[config.mk]
export PLATFORM = sky130hd
export DESIGN_NAME = shift_unit
export DESIGN_NICKNAME = d
export VERILOG_FILES = /design/src/rtl/shift_unit.sv
export SDC_FILE = /design/constraint.sdc
export NUM_CORES = 1
export LEC_CHECK = 0
export ABC_AREA = 0
export BUFFER_PORTS_ARGS = -buffer_cell sky130_fd_sc_hd__buf_2
export CAP_MARGIN = 5
export CORE_MARGIN = 10
export CORE_UTILIZATION = 50
export CTS_BUF_LIST = sky130_fd_sc_hd__clkbuf_2
export DETAILED_ROUTE_END_ITERATION = 6
export PLACE_DENSITY = 0.75
export SLEW_MARGIN = 20
export SYNTH_ARGS = -nofsm -noshare
export SYNTH_HDL_FRONTEND = slang
export SYNTH_SLANG_ARGS = --single-unit
[constraint.sdc]
create_clock -name clk -period 3.2 [get_ports clk]
set_input_delay 0.96 -clock clk [delete_from_list [all_inputs] [get_ports clk]]
set_output_delay 0.96 -clock clk [all_outputs]
set_load 0.05 [all_outputs]
[src/rtl/shift_unit.sv]
// shift_unit: RV32I shift execution unit (SLL/SRL/SRA and their immediate forms).
// Iterative by default, shifting STEP bits per cycle. Defining the macro
// SHIFT_UNIT_FAST_EN compiles in a single-cycle barrel shifter instead.
//
// Handshake: start_i is sampled on a rising edge only while the unit is in IDLE
// or DONE. A sampled start is consumed immediately and never queued. A start
// seen while busy_o=1 is dropped. done_o is a one-cycle strobe, and result_o/rd_o
// are valid in that cycle. They hold their value until the next done or reset.
// There is no back-pressure on the result side.
module shift_unit #(
  parameter int XLEN = 32,
  parameter int STEP = 1
) (
  input  logic            clk,
  input  logic            reset_n,
  input  logic            start_i,
  input  logic [1:0]      op_i,
  input  logic [XLEN-1:0] operand_i,
  input  logic [4:0]      shamt_i,
  input  logic [4:0]      rd_i,
  output logic            busy_o,
  output logic            done_o,
  output logic [XLEN-1:0] result_o,
  output logic [4:0]      rd_o,
  output logic [1:0]      state_o
);

  typedef enum logic [1:0] {
    IDLE  = 2'd0,
    SHIFT = 2'd1,
    DONE  = 2'd2
  } state_t;

  localparam logic [1:0] OP_SLL   = 2'b00;
  localparam logic [1:0] OP_SRL   = 2'b01;
  localparam logic [1:0] OP_SRA   = 2'b11;
  localparam logic [5:0] STEP_AMT = 6'(STEP);

  state_t          state_q;
  logic [1:0]      op_q;
  logic [XLEN-1:0] work_q;
  logic [4:0]      rem_q;
  logic [4:0]      rd_q;
  logic [XLEN-1:0] result_q;
  logic [4:0]      rd_out_q;
  logic            busy_q;
  logic            done_q;

  logic [5:0]      amt;
  logic [XLEN-1:0] work_d;
  logic [4:0]      rem_d;

  // One iteration: shift the working register by min(STEP, remaining).
  // SRA keeps the sign because the MSB of the working value never changes.
  always_comb begin
    amt    = (STEP_AMT < {1'b0, rem_q}) ? STEP_AMT : {1'b0, rem_q};
    rem_d  = rem_q - amt[4:0];
    work_d = work_q;
    case (op_q)
      OP_SLL:  work_d = work_q << amt;
      OP_SRL:  work_d = work_q >> amt;
      OP_SRA:  work_d = $signed(work_q) >>> amt;
      default: work_d = work_q;
    endcase
  end

`ifdef SHIFT_UNIT_FAST_EN
  logic [XLEN-1:0] fast_res_d;

  // Single-cycle barrel shift computed straight from the issue inputs.
  always_comb begin
    fast_res_d = operand_i;
    case (op_i)
      OP_SLL:  fast_res_d = operand_i << shamt_i;
      OP_SRL:  fast_res_d = operand_i >> shamt_i;
      OP_SRA:  fast_res_d = $signed(operand_i) >>> shamt_i;
      default: fast_res_d = operand_i;
    endcase
  end
`endif

  // Control FSM with registered busy/done strobes and result capture on DONE entry.
  always_ff @(posedge clk or negedge reset_n) begin
    if (!reset_n) begin
      state_q  <= IDLE;
      op_q     <= 2'b00;
      work_q   <= '0;
      rem_q    <= '0;
      rd_q     <= '0;
      result_q <= '0;
      rd_out_q <= '0;
      busy_q   <= 1'b0;
      done_q   <= 1'b0;
    end else begin
      case (state_q)
        IDLE, DONE: begin
          if (start_i) begin
            op_q   <= op_i;
            work_q <= operand_i;
            rem_q  <= shamt_i;
            rd_q   <= rd_i;
`ifdef SHIFT_UNIT_FAST_EN
            state_q  <= DONE;
            result_q <= fast_res_d;
            rd_out_q <= rd_i;
            busy_q   <= 1'b0;
            done_q   <= 1'b1;
`else
            if (shamt_i != 5'd0) begin
              state_q <= SHIFT;
              busy_q  <= 1'b1;
              done_q  <= 1'b0;
            end else begin
              state_q  <= DONE;
              result_q <= operand_i;
              rd_out_q <= rd_i;
              busy_q   <= 1'b0;
              done_q   <= 1'b1;
            end
`endif
          end else begin
            state_q <= IDLE;
            busy_q  <= 1'b0;
            done_q  <= 1'b0;
          end
        end
        SHIFT: begin
          work_q <= work_d;
          rem_q  <= rem_d;
          if (rem_d == 5'd0) begin
            state_q  <= DONE;
            result_q <= work_d;
            rd_out_q <= rd_q;
            busy_q   <= 1'b0;
            done_q   <= 1'b1;
          end
        end
        default: begin
          state_q <= IDLE;
          busy_q  <= 1'b0;
          done_q  <= 1'b0;
        end
      endcase
    end
  end

  assign busy_o   = busy_q;
  assign done_o   = done_q;
  assign result_o = result_q;
  assign rd_o     = rd_out_q;
  assign state_o  = state_q;

endmodule

Yosys cells after proc, flatten, opt, wreduce, memory -nomap -nowiden --
Cells that the tools add are included.
Storage, ports and cells: output and inout bits 41, bits in read-only memories 0, word-level logic and storage cells 56, flip-flop bits (word level) 85, memories kept 0, bits in latches 0, input bits 47, bits in writable memories 0
Operators by class: equal/unequal tests 7, add/subtract/negate cells 1, order comparisons 1, shifts and indexed selects 3, reductions and logical operators 9, multiply operators 0, div/mod/pow operators 0, bitwise operators 0, multiplexer cells 26
Operator list (number):
- 32-bit two-way mux | 4
- 32-bit one-hot mux with 2 select lines | 2
- 32-bit one-hot mux with 3 select lines | 1
- 32-bit by 5-bit << shifter with 32-bit output | 1
- 32-bit by 5-bit right shift with 32-bit output | 1
- 32-bit by 5-bit >>> shifter with 32-bit output | 1
- 5-bit two-way mux | 5
- 5-bit one-hot mux with 2 select lines | 2
- 1-bit two-way mux | 6
- 2-bit two-way mux | 3
- 2-bit inequality test, second input constant | 3
- 5-bit logical NOT | 1
- 1-bit by 5-bit < comparator with 1-bit output, first input constant | 1
- 5-bit nonzero test | 1
- 5-bit subtractor | 1
- 2-bit by 1-bit equality test with 1-bit output, second input constant | 2
- 2-bit equality test, second input constant | 2
- 2-bit logical NOT | 2
- 1-bit one-hot mux with 2 select lines | 2
- 2-bit one-hot mux with 2 select lines | 1
- 2-bit AND reduction | 2
- 4-bit AND reduction | 1
- 2-bit nonzero test | 1
- 2-bit OR reduction | 1

Longest topological paths before layout --
depth after elaboration 6, mapped depth 10, gate-level depth less buffers 7

Least setup slack after synthesis --
No wires, ideal clock.
path type input to register, from input shamt_i[1], to register result_q[10] (netlist: result_o[10]), arrival 2342 ps, stages on the path 6, required time 3073 ps, setup slack 731 ps, setup time 127 ps, path buffers 2, path through or4_4 > or3_1 > buf_2 > buf_1 > o22ai_1 > a2bb2oi_2
Between the ends: cells in the longest elaborated chain, start to end 3
RTL lines:
- from (decl) | RTL line 19 | input logic [4:0] shamt_i,
- 5-bit nonzero test | RTL line 109 | if (shamt_i != 5'd0) begin
- 2-bit inequality test (no line)
- 4-bit AND reduction (no line)
- to (signal assigned) | RTL line 115 | result_q <= operand_i;
- to (signal assigned) | RTL line 132 | result_q <= work_d;
- to (decl) | RTL line 44 | logic [XLEN-1:0] result_q;
No other way between the ends. A chain may end at the register's enable or synchronous reset.

Final worst setup path --
from register rem_q[1], to register result_q[18] (netlist: result_o[18])
Between the ends: cells in the longest elaborated chain, start to end 6, elaborated cells on any way between the ends 12, classes of those cells 1 x add/sub; 1 x order compare; 1 x eq/ne; 3 x shift; 4 x mux; 2 x reduce/logical
RTL lines:
- from (decl) | RTL line 42 | logic [4:0] rem_q;
- from (signal assigned) | RTL line 100 | rem_q <= shamt_i;
- from (signal assigned) | RTL line 129 | rem_q <= rem_d;
- 1-bit by 5-bit < comparator with 1-bit output | RTL line 56 | amt = (STEP_AMT < {1'b0, rem_q}) ? STEP_AMT : {1'b0, rem_q};
- 5-bit two-way mux | RTL line 56
- 32-bit by 5-bit >>> shifter with 32-bit output (tied with other cells) | RTL line 62 | OP_SRA: work_d = $signed(work_q) >>> amt;
- 32-bit one-hot mux with 3 select lines / 5-bit logical NOT (equally long branches) | RTL line 59, 130
- 32-bit two-way mux / 2-bit inequality test (equally long branches)
- 32-bit one-hot mux with 2 select lines / 4-bit AND reduction (equally long branches)
Several ways; a longest one is shown, not always the timed one. The select of a mux whose other input is x is not followed.

==> flow_summary.yaml <==
clock_network:
  h-tree-depth: 3
  cts-resized-gates: 0
  clockBufferDepth: 2
  cts_tree: "yes"
  cts_buffers: 9
  cts_hold_buffers: 0
  clkSlewWorstSetupHoldPaths_ns: 0.22
  cts_setup_buffers: 0
  cts.sinks: 83
  root_buffer: "clkbuf_2"
  clkLatencyLatePin_ns: 0.51
global_routing:
  grt_pass1_wl_mm: 21.4
  grt_usage_pct: 19.3
  first_global_vias: 4310
  overflow: 0
  grt_max_degree: 64
  antenna_found_initial: 0
sta:
  fmax_ghz: 0.338
  slew_headroom_pct: 49.4
  hold_ws_ns: 0.382
  rsz0062_at_grt: "false"
  fin_crit_ns: 2.95
  setup_viol: 0
  setup_tns_ns: 0
  final.setup_skew_ns: 0.0224
  worst_slew_pin_slew_ns: 0.759
  slew_violations: 0
  hold_violations: 0
  fin_crit_sh_pct: 92.3
setup_path:
  cp_slowest_cell: "o21ai_4"
  critPathMostFrequentCell: "or3_1"
  worstSetupPathType: "flop to flop"
  cp.arrival_ns: 3.40
  worstPathCellList: "or3_1, o21bai_1, ha_1, or3_1, o21ai_4, buf_12, a2bb2oi_1"
  r2r_setup_slack_ns: 0.25
  cpPeakStageDelay_ns: 0.53
  cp_max_fo: 20
  cp.required_ns: 3.65
  critPathLaunchType: "flop"
  critPathCaptureType: "flop"
pwr:
  vdd_ir_drop_max_uv: 584
  p_leak_nw: 2.20
  p_per_area_nw_per_um2: 1280
synth:
  avgSynthCellArea_sq_um: 9.10
  synth-compound-area-share_pct: 33.6
  async_flop_share_pct: 100
  yosysWarnings: 0
  synth_xor_area_share_pct: 0
  synth_top_family_by_area: "compound AO/OA/AOI/OAI gates"
  synth_top_area_share_pct: 45.4
  synthDistinctLibCells: 38
  synth_nets: 551
  yosys.area.top_type: "dfrtp_1"
  synth_common_cells: "dfrtp_1, a21oi_1, clkbuf_1"
  synthFlopType: "dfrtp_1"
  ys_ff_latch: 83
  synthCells: 503
  synthMuxAreaShare_pct: 0
  synth_area_leaders: "dfrtp_1, a21oi_1, a2bb2oi_2"
  synth-edff-count: 0
  ys_seq_area_share_pct: 45.4
  synth-simple-area-share_pct: 12.2
  syn_area_sq_um: 4580
  synthAdderAreaFrac_pct: 0.273
  yosysMostFrequentCell: "dfrtp_1"
detailed_routing:
  post_drt_wl_per_cell_um: 18.7
  via_count: 4233
  wl_mm: 12.6
  route.detailed.drc: 0
  route.detailed.vias_per_inst: 6.25
  drt_iter0_drc: 375
  first_pass_iters: 5
  ant_nets: 0
layout:
  area_delta_synth_final_pct: 11.9
  drive_gt1_share_pct: 26.0
  final_cell_area_sq_um: 5120
  fin_util_pct: 58.2
  diodes: 0
  nets: 613
floorplan:
  core_area_sq_um: 8810
  die_w_um: 116
  start_util_pct: 52.0
  fp.dieArea_sq_um: 13400
  pin_count: 88
  chipHeight_um: 116
  rows: 34
place:
  port-buffer-count: 87
  gp_congestion: 0.855
  dpl_cell_area_sq_um: 5050
  dp_hpwl_mm: 8.51
outcome:
  outcome: "completed"
min_path:
  min_path_type: "input port to asynchronous set/reset pin"
job:
  drv_cap: 0
[routing by layer]
metal	wire length, um	up-vias	GRT usage [%]
li1	-	1977	-
met1	5310	2066	24.4
met2	6120	172	32.4
met3	1080	18	5.58
met4	137	0	4.17
met5	0	-	0
[cells by family (layout without fill, tap and decap cells)]
family / after synthesis / in the layout
AO/OA/AOI/OAI: 212 / 212
AND/OR/NAND/NOR: 119 / 119
buffers and inverters: 88 / 154
flip-flops: 83 / 83
adder cells (fa/ha/maj): 1 / 1
[critical path, delay by kind of cell, from the launching register on]
family,cells,cell delay [ns]
AOI/OAI and AO/OA,3,0.92
and+or+nand+nor,2,0.87
DFF,1,0.51
adders and majority gates,1,0.31
buffers and inverters,1,0.27
[cell type report]
type / count / area, sq um
clock inverter: 5 / 21.3
inverter: 35 / 131
multi-input combinational: 332 / 2120
tap: 108 / 135
clock buffer: 10 / 50.0
sequential: 83 / 2080
timing repair buffer: 104 / 591
fill: 791 / 3680
[metrics by stage]
stage / total power [mW] / setup WS, ns / cells
floorplan: 5.19 / 0.731 / 503
global placement: 6.02 / 0.418 / 662
detailed placement: 6.14 / 0.307 / 662
CTS: 6.57 / 0.249 / 677
global route: 7.09 / 0.0467 / 677
finish: 6.58 / 0.246 / 677
[path summary, 6_finish.rpt]
check / start / end / depth (start not counted)
min in group clk: rd_q[1] / rd_q[1] / 2
max reg2reg: rem_q[1] / result_o[18] / 7
min reg2reg: rd_q[1] / rd_q[1] / 2
max in group asynchronous: reset_n / work_q[10] / 2
min: reset_n / rem_q[1] / 1
max: rem_q[1] / result_o[18] / 7
[layout by cell type (no fill, tap or decap), types with 3 or more instances in the layout]
cell       instances
a2bb2oi_1         10
a2bb2oi_2         20
dfrtp_1           82
or3_1              4
nor2_1            34
clkinv_1           3
o21ai_0           34
o221a_2            7
buf_4             16
nand2_1           29
o22ai_1           34
o221ai_1          30
nor3_1            34
a21oi_1           66
inv_1             35
nand2b_1           7
clkbuf_2          10
buf_2             86
[registers in the layout (all words and copies together) (netlist names)]
register,cells
state_o,1
rd_q,5
op_q,2
result_o,32
done_o,1
work_q,32
rem_q,5
rd_o,5
[report_power, final]
| part | switching (mW) | leakage [nW] | internal (mW) | total [mW] |
|---|---|---|---|---|
| sequential | 0.427 | 0.941 | 1.57 | 2.00 |
| combinational | 2.76 | 1.21 | 1.38 | 4.14 |
| clock | 0.342 | 0.0541 | 0.0918 | 0.434 |
| total | 3.53 | 2.20 | 3.05 | 6.58 |
Note: power is estimated with default switching activity, not from simulation.
